### config.mk
export PLATFORM = sky130hd
export DESIGN_NAME = bus_arbiter_rr_flat
export DESIGN_NICKNAME = d
export VERILOG_FILES = /design/src/rtl/bus_arbiter_rr_if.sv /design/src/rtl/bus_arbiter_rr.sv /design/src/flat_wrapper.sv
export SDC_FILE = /design/constraint.sdc
export NUM_CORES = 1
export LEC_CHECK = 0
export ABC_AREA = 1
export CORE_MARGIN = 5
export CORE_UTILIZATION = 50
export DETAILED_ROUTE_END_ITERATION = 8
export PLACE_DENSITY_LB_ADDON = 0.25
export SLEW_MARGIN = 20
export SYNTH_ARGS = -nofsm -noshare
export SYNTH_HDL_FRONTEND = slang
export SYNTH_SLANG_ARGS = --single-unit
### constraint.sdc
create_clock -name clock -period 7 [get_ports clock]
set_input_delay 1.4 -clock clock [delete_from_list [all_inputs] [get_ports clock]]
set_output_delay 1.4 -clock clock [all_outputs]
set_load 0.005 [all_outputs]
### src/rtl/bus_arbiter_rr_if.sv
// bus_arbiter_rr_if: processor request/data lines and the arbiter's grant and shared-bus outputs.
interface bus_arbiter_rr_if #(
  parameter int WIDTH = 16,
  parameter int N_PROC = 3,
  parameter int IDW = $clog2(N_PROC)
);
  logic [N_PROC-1:0] req;
  logic [N_PROC*WIDTH-1:0] bus_in;
  logic [N_PROC-1:0] grant;
  logic [IDW-1:0] owner;
  logic [WIDTH-1:0] bus;
  logic bus_valid;
  logic preempt;
  modport master (output req, bus_in, input grant, owner, bus, bus_valid, preempt);
  modport slave (input req, bus_in, output grant, owner, bus, bus_valid, preempt);
endinterface

### src/rtl/bus_arbiter_rr.sv
// bus_arbiter_rr: round-robin bus arbiter with registered shared bus.
// Define BUS_ARB_TIMEOUT_EN to build the MAX_HOLD forced-release (preempt) logic.
module bus_arbiter_rr #(
  parameter int WIDTH = 16,
  parameter int N_PROC = 3,
  parameter int IDW = $clog2(N_PROC),
  parameter int MAX_HOLD = 8
) (
  input logic clock,
  input logic reset,
  bus_arbiter_rr_if.slave bus_if
);
  typedef enum logic {IDLE, OWNED} state_t;
  state_t state_q, state_d;
  logic [N_PROC-1:0] grant_q, grant_d;
  logic [IDW-1:0] owner_q, owner_d;
  logic [IDW-1:0] last_q, last_d;
  logic [WIDTH-1:0] bus_q, bus_d;
  logic valid_q, valid_d;
  logic preempt_q, preempt_d;
  logic [IDW-1:0] win, idx;
  logic [WIDTH-1:0] words [N_PROC];
  logic any_req, req_own, timeout, rel;
  for (genvar i = 0; i < N_PROC; i++) begin : g_word
    assign words[i] = bus_if.bus_in[i*WIDTH +: WIDTH];
  end
  assign any_req = |bus_if.req;
  assign req_own = bus_if.req[owner_q];
  assign rel = !req_own || timeout;
  // Scan downward so the nearest requester after last_q is the final assignment.
  always_comb begin
    win = '0;
    idx = '0;
    for (int k = N_PROC; k >= 1; k--) begin
      idx = IDW'((int'(last_q) + k) % N_PROC);
      win = bus_if.req[idx] ? idx : win;
    end
  end
`ifdef BUS_ARB_TIMEOUT_EN
  localparam int CW = $clog2(MAX_HOLD + 1);
  logic [CW-1:0] cnt_q, cnt_d;
  assign timeout = cnt_q == CW'(MAX_HOLD);
  always_comb begin
    cnt_d = (state_q == IDLE) ? (any_req ? CW'(1) : '0) : (rel ? '0 : cnt_q + CW'(1));
  end
  always_ff @(posedge clock or posedge reset) begin
    if (reset) cnt_q <= '0;
    else cnt_q <= cnt_d;
  end
`else
  localparam int unused_max_hold = MAX_HOLD;
  assign timeout = 1'b0;
`endif
  always_ff @(posedge clock or posedge reset) begin
    if (reset) state_q <= IDLE;
    else state_q <= state_d;
  end
  always_comb begin
    state_d = (state_q == IDLE) ? (any_req ? OWNED : IDLE) : (rel ? IDLE : OWNED);
  end
  always_comb begin
    grant_d = grant_q;
    owner_d = owner_q;
    last_d = last_q;
    bus_d = bus_q;
    valid_d = valid_q;
    preempt_d = 1'b0;
    if (state_q == IDLE && any_req) begin
      grant_d = N_PROC'(1) << win;
      owner_d = win;
      last_d = win;
      bus_d = words[win];
      valid_d = 1'b1;
    end else if (state_q == OWNED && rel) begin
      grant_d = '0;
      valid_d = 1'b0;
      preempt_d = req_own;
    end else if (state_q == OWNED) begin
      bus_d = words[owner_q];
    end
  end
  always_ff @(posedge clock or posedge reset) begin
    if (reset) begin
      grant_q <= '0;
      owner_q <= '0;
      last_q <= IDW'(N_PROC - 1);
      bus_q <= '0;
      valid_q <= 1'b0;
      preempt_q <= 1'b0;
    end else begin
      grant_q <= grant_d;
      owner_q <= owner_d;
      last_q <= last_d;
      bus_q <= bus_d;
      valid_q <= valid_d;
      preempt_q <= preempt_d;
    end
  end
  assign bus_if.grant = grant_q;
  assign bus_if.owner = owner_q;
  assign bus_if.bus = bus_q;
  assign bus_if.bus_valid = valid_q;
  assign bus_if.preempt = preempt_q;
endmodule
### src/flat_wrapper.sv
// flat-port wrapper written by rule: the top's interface ports become plain ports
module bus_arbiter_rr_flat 
#(
  parameter int WIDTH = 16,
  parameter int N_PROC = 3,
  parameter int IDW = $clog2(N_PROC),
  parameter int MAX_HOLD = 8
)
  (clock, reset, bus_if_req, bus_if_bus_in, bus_if_grant, bus_if_owner, bus_if_bus, bus_if_bus_valid, bus_if_preempt);
  bus_arbiter_rr_if #(.WIDTH(WIDTH), .N_PROC(N_PROC), .IDW(IDW)) bus_if_i ();
  input logic clock;
  input logic reset;
  input wire logic [$bits(bus_if_i.req)-1:0] bus_if_req;
  input wire logic [$bits(bus_if_i.bus_in)-1:0] bus_if_bus_in;
  output wire logic [$bits(bus_if_i.grant)-1:0] bus_if_grant;
  output wire logic [$bits(bus_if_i.owner)-1:0] bus_if_owner;
  output wire logic [$bits(bus_if_i.bus)-1:0] bus_if_bus;
  output wire logic [$bits(bus_if_i.bus_valid)-1:0] bus_if_bus_valid;
  output wire logic [$bits(bus_if_i.preempt)-1:0] bus_if_preempt;
  assign bus_if_i.req = bus_if_req;
  assign bus_if_i.bus_in = bus_if_bus_in;
  assign bus_if_grant = bus_if_i.grant;
  assign bus_if_owner = bus_if_i.owner;
  assign bus_if_bus = bus_if_i.bus;
  assign bus_if_bus_valid = bus_if_i.bus_valid;
  assign bus_if_preempt = bus_if_i.preempt;
  bus_arbiter_rr #(.WIDTH(WIDTH), .N_PROC(N_PROC), .IDW(IDW), .MAX_HOLD(MAX_HOLD)) u_core (.clock(clock), .reset(reset), .bus_if(bus_if_i));
endmodule
==> run_results.csv <==
group,metric,value,unit
status,status,"finished, final reports clean",
setup_path,slowest_stage,"clkdlybuf4s50_1",
synth,synthArstFlopShare,1.00,
clock_network,cts_hold_buffers,0,
cells_and_area,areaGrowthSynthToFinish,34.2,%
synth,yosys.cell_types.count,34,
floorplanning,die_x,77.0,um
sta,rsz0062_at_grt,"no",
floorplanning,initial_core_util,0.516,
clock_network,htreeDepth,1,
detailed_routing,vias,2535,
floorplanning,fp-row-count,24,
setup_path,required,7.19,ns
setup_path,cpPeakStageDelay,0.51,ns
clock_network,clock_sinks,25,
setup_path,r2r_end,"u_core.bus_if.bus[8]$_DFFE_PP0P_",
detailed_routing,drt_wl_total,6930,um
sta,setup_violations,0,
sta,finalCritPeriodShare,0.465,
synth,synth_seq_cells,25,
global_route,grt_start_max_net_pins,26,
synth,yosysTopAreaCell,"dfrtp_1",
synth,synth_edf_count,0,
power,leakagePower,1.51,nW
synth,synth_top_flop_cell,"dfrtp_1",
cells_and_area,diodes,0,
synth,syn_area,2250,um^2
setup_path,path_delay_family,"buffers and inverters",
global_route,grt_pass1_vias,2497,
clock_network,cts-root-buf,"clkbuf_8",
setup_path,crit_path_max_fanout,16,
detailed_routing,ant_nets,0,
min_path,hp-class,"reg -> reg",
setup_path,path_depth,11,
global_route,gr-total-overflow,0,
setup_path,critPathCaptureType,"flip-flop",
floorplanning,io_pins,76,
detailed_routing,first_pass_iters,7,
cells_and_area,final_net_count,479,
global_route,grt_pass1_wl,11400,um
floorplanning,fp.dieH,77.0,um
clock_network,insertion_delay,0.28,ns
detailed_routing,routedWlPerCell,14.7,um
synth,synthCells,355,
setup_path,crit_type,"in -> reg",
clock_network,numCtsBuffers,3,
floorplanning,die_area,5940,um^2
synth,synth.avg_cell_area,6.33,um^2
detailed_routing,drt_iter0_drc,244,
setup_path,critPathBufInv,5,
setup_path,start_kind,"primary input",
sta,finalClockSkew,0.00898,ns
setup_path,r2r_start,"u_core.last_q[0]$_DFFE_PP0P_",
place,routabilityCongestion,0.835,
sta,hold_viol,0,
cells_and_area,n_fill_cell,390,
setup_path,critPathArrivalTime,3.44,ns
synth,syn_nets,412,
synth,yosys-top-cells-area,"dfrtp_1, nand2_1, nand3_1",
synth,ys_seq_area_frac,0.279,
cells_and_area,final_cell_area,3020,um^2
job,cap_violations,0,
synth,yosys-top-cells-count,"nand2_1, nand3_1, inv_1, dfrtp_1, o21ai_0",
sta,finalMaxSlewViolations,0,
synth,synth_most_common_cell,"nand2_1",
place,portBuffers,75,
setup_path,crit_start,"bus_if_req[2]",
detailed_routing,viasPerCell,5.36,
clock_network,ctsResizeCount,0,
synth,yosysWarnings,0,
clock_network,clk_pin_slew,0.10,ns
place,post-dp-hpwl,5020,um
floorplanning,coreArea,4350,um^2
sta,tightest_slew,0.560,ns
power,p_per_area,457,nW/um^2
sta,maxSlewHeadroom,0.626,
synth,yosys.area.top_type_share,0.267,
global_route,grt_use_total,0.231,
sta,setup-tns-final,0,ns
clock_network,tritoncts,"built",
setup_path,worstPathCellList,"clkdlybuf4s50_1 > inv_2 > nand3_1 > nand2_2 > clkinv_1 > nand3_4 > clkinv_2 > nand2_1 > nand3_1 > nand2_1 > inv_1",
setup_path,crit_path_end,"u_core.bus_if.bus[12]$_DFFE_PP0P_",
power,ir_worst_vdd,0.000228,V
setup_path,r2r_setup_slack,4.02,ns
setup_path,r2r_cells,13,
sta,fmax,0.307,GHz
sta,min_period,3.26,ns
clock_network,postCtsSetupBuffers,0,
detailed_routing,drc,0,
clock_network,clock_path_buffers,2,
global_route,antenna_found_initial,0,
cells_and_area,final_layout_size_suffix_gt1_frac,0.0808,
place,place_area,2970,um^2
sequential cells by signal, summed over array words and instances (netlist names):
register                 count
u_core.bus_if.bus           16
u_core.bus_if.grant          3
u_core.last_q                2
u_core.bus_if.bus_valid      1
u_core.bus_if.owner          1
u_core.bus_if.preempt        1
u_core.state_q               1
worst min-delay path by stage:
stage,startpoint,cells after the start,end
after floorplan,u_core.bus_if.bus_valid$_DFFE_PP0P_,2,u_core.bus_if.bus_valid$_DFFE_PP0P_
after global placement,u_core.bus_if.bus[0]$_DFFE_PP0P_,2,u_core.bus_if.bus[0]$_DFFE_PP0P_
after detailed placement,u_core.bus_if.bus_valid$_DFFE_PP0P_,2,u_core.bus_if.bus_valid$_DFFE_PP0P_
after CTS,u_core.bus_if.bus_valid$_DFFE_PP0P_,2,u_core.bus_if.bus_valid$_DFFE_PP0P_
after global routing,u_core.bus_if.bus_valid$_DFFE_PP0P_,2,u_core.bus_if.bus_valid$_DFFE_PP0P_
final,u_core.bus_if.bus_valid$_DFFE_PP0P_,2,u_core.bus_if.bus_valid$_DFFE_PP0P_
final cells by class:
| class | instances | area (um^2) | share of cell area |
|---|---|---|---|
| inverter | 65 | 248 | 0.0822 |
| sequential | 25 | 627 | 0.208 |
| tap | 52 | 65.1 | 0.0216 |
| clock inverter | 1 | 5.00 | 0.00166 |
| timing repair buffer | 76 | 758 | 0.251 |
| multi-input combinational | 251 | 1270 | 0.422 |
| clock buffer | 3 | 41.3 | 0.0137 |
worst register-to-register path, cell delays in order, from the launching register on:
cell,delay (ns)
dfrtp_1,0.60
buf_4,0.31
inv_2,0.18
ha_1,0.45
inv_2,0.14
nand2_2,0.07
nand3_2,0.07
nand3_2,0.36
nand2_4,0.38
nand2_1,0.08
nand3_1,0.08
nand3_1,0.07
nand2_1,0.06
inv_1,0.04
layer usage:
layer / up-vias / track usage / wire [um]
li1: 1251 / - / -
met3: 17 / 0.0433 / 536
met2: 124 / 0.381 / 3390
met5: - / 0 / 0
met1: 1143 / 0.298 / 2860
met4: 0 / 0.0859 / 146
through the flow:
stage	total power, W	std cells	setup WS (ns)	util	hold WS, ns
6_report	0.00138	473	3.74	0.693	0.486
2_1_floorplan	0.000995	355	4.50	-	0.465
3_5_place_dp	0.00127	469	3.50	0.682	0.469
4_1_cts	0.00137	473	3.78	0.693	0.491
3_3_place_gp	0.00125	469	3.57	0.682	0.465
5_1_grt	0.00152	473	3.56	0.693	0.530
power breakdown:
group           total, W  leakage (nW)  switching, W  internal (W)
clock network  0.0000902        0.0255     0.0000502     0.0000400
registers       0.000273         0.294     0.0000528      0.000220
logic            0.00101          1.19      0.000621      0.000392
layout by cell type (no fill, tap or decap), types with 2 or more instances in the layout:
| cell type | count |
|---|---|
| a21oi_1 | 19 |
| a31oi_1 | 2 |
| clkbuf_8 | 3 |
| clkdlybuf4s50_1 | 75 |
| clkinv_2 | 2 |
| dfrtp_1 | 24 |
| ha_1 | 4 |
| inv_1 | 55 |
| inv_2 | 7 |
| nand2_1 | 99 |
| nand2_2 | 3 |
| nand2_4 | 3 |
| nand3_1 | 57 |
| nand3_2 | 3 |
| nand3b_1 | 6 |
| nand4_1 | 3 |
| nor2_1 | 11 |
| o21ai_0 | 23 |
| or2_0 | 3 |
| or2_1 | 2 |
| or2_2 | 5 |
kinds of logic (layout without fill, tap and decap cells):
group | count (synthesis) | in the layout | share of synthesized area
fa+ha+maj | 4 | 4 | 0.0223
flops | 25 | 25 | 0.279
simple gates | 197 | 197 | 0.416
compound gates | 49 | 49 | 0.125
other cells | 1 | 1 | 0.00167
buf+inv | 79 | 145 | 0.155
Power figures use the tool's default switching activity.
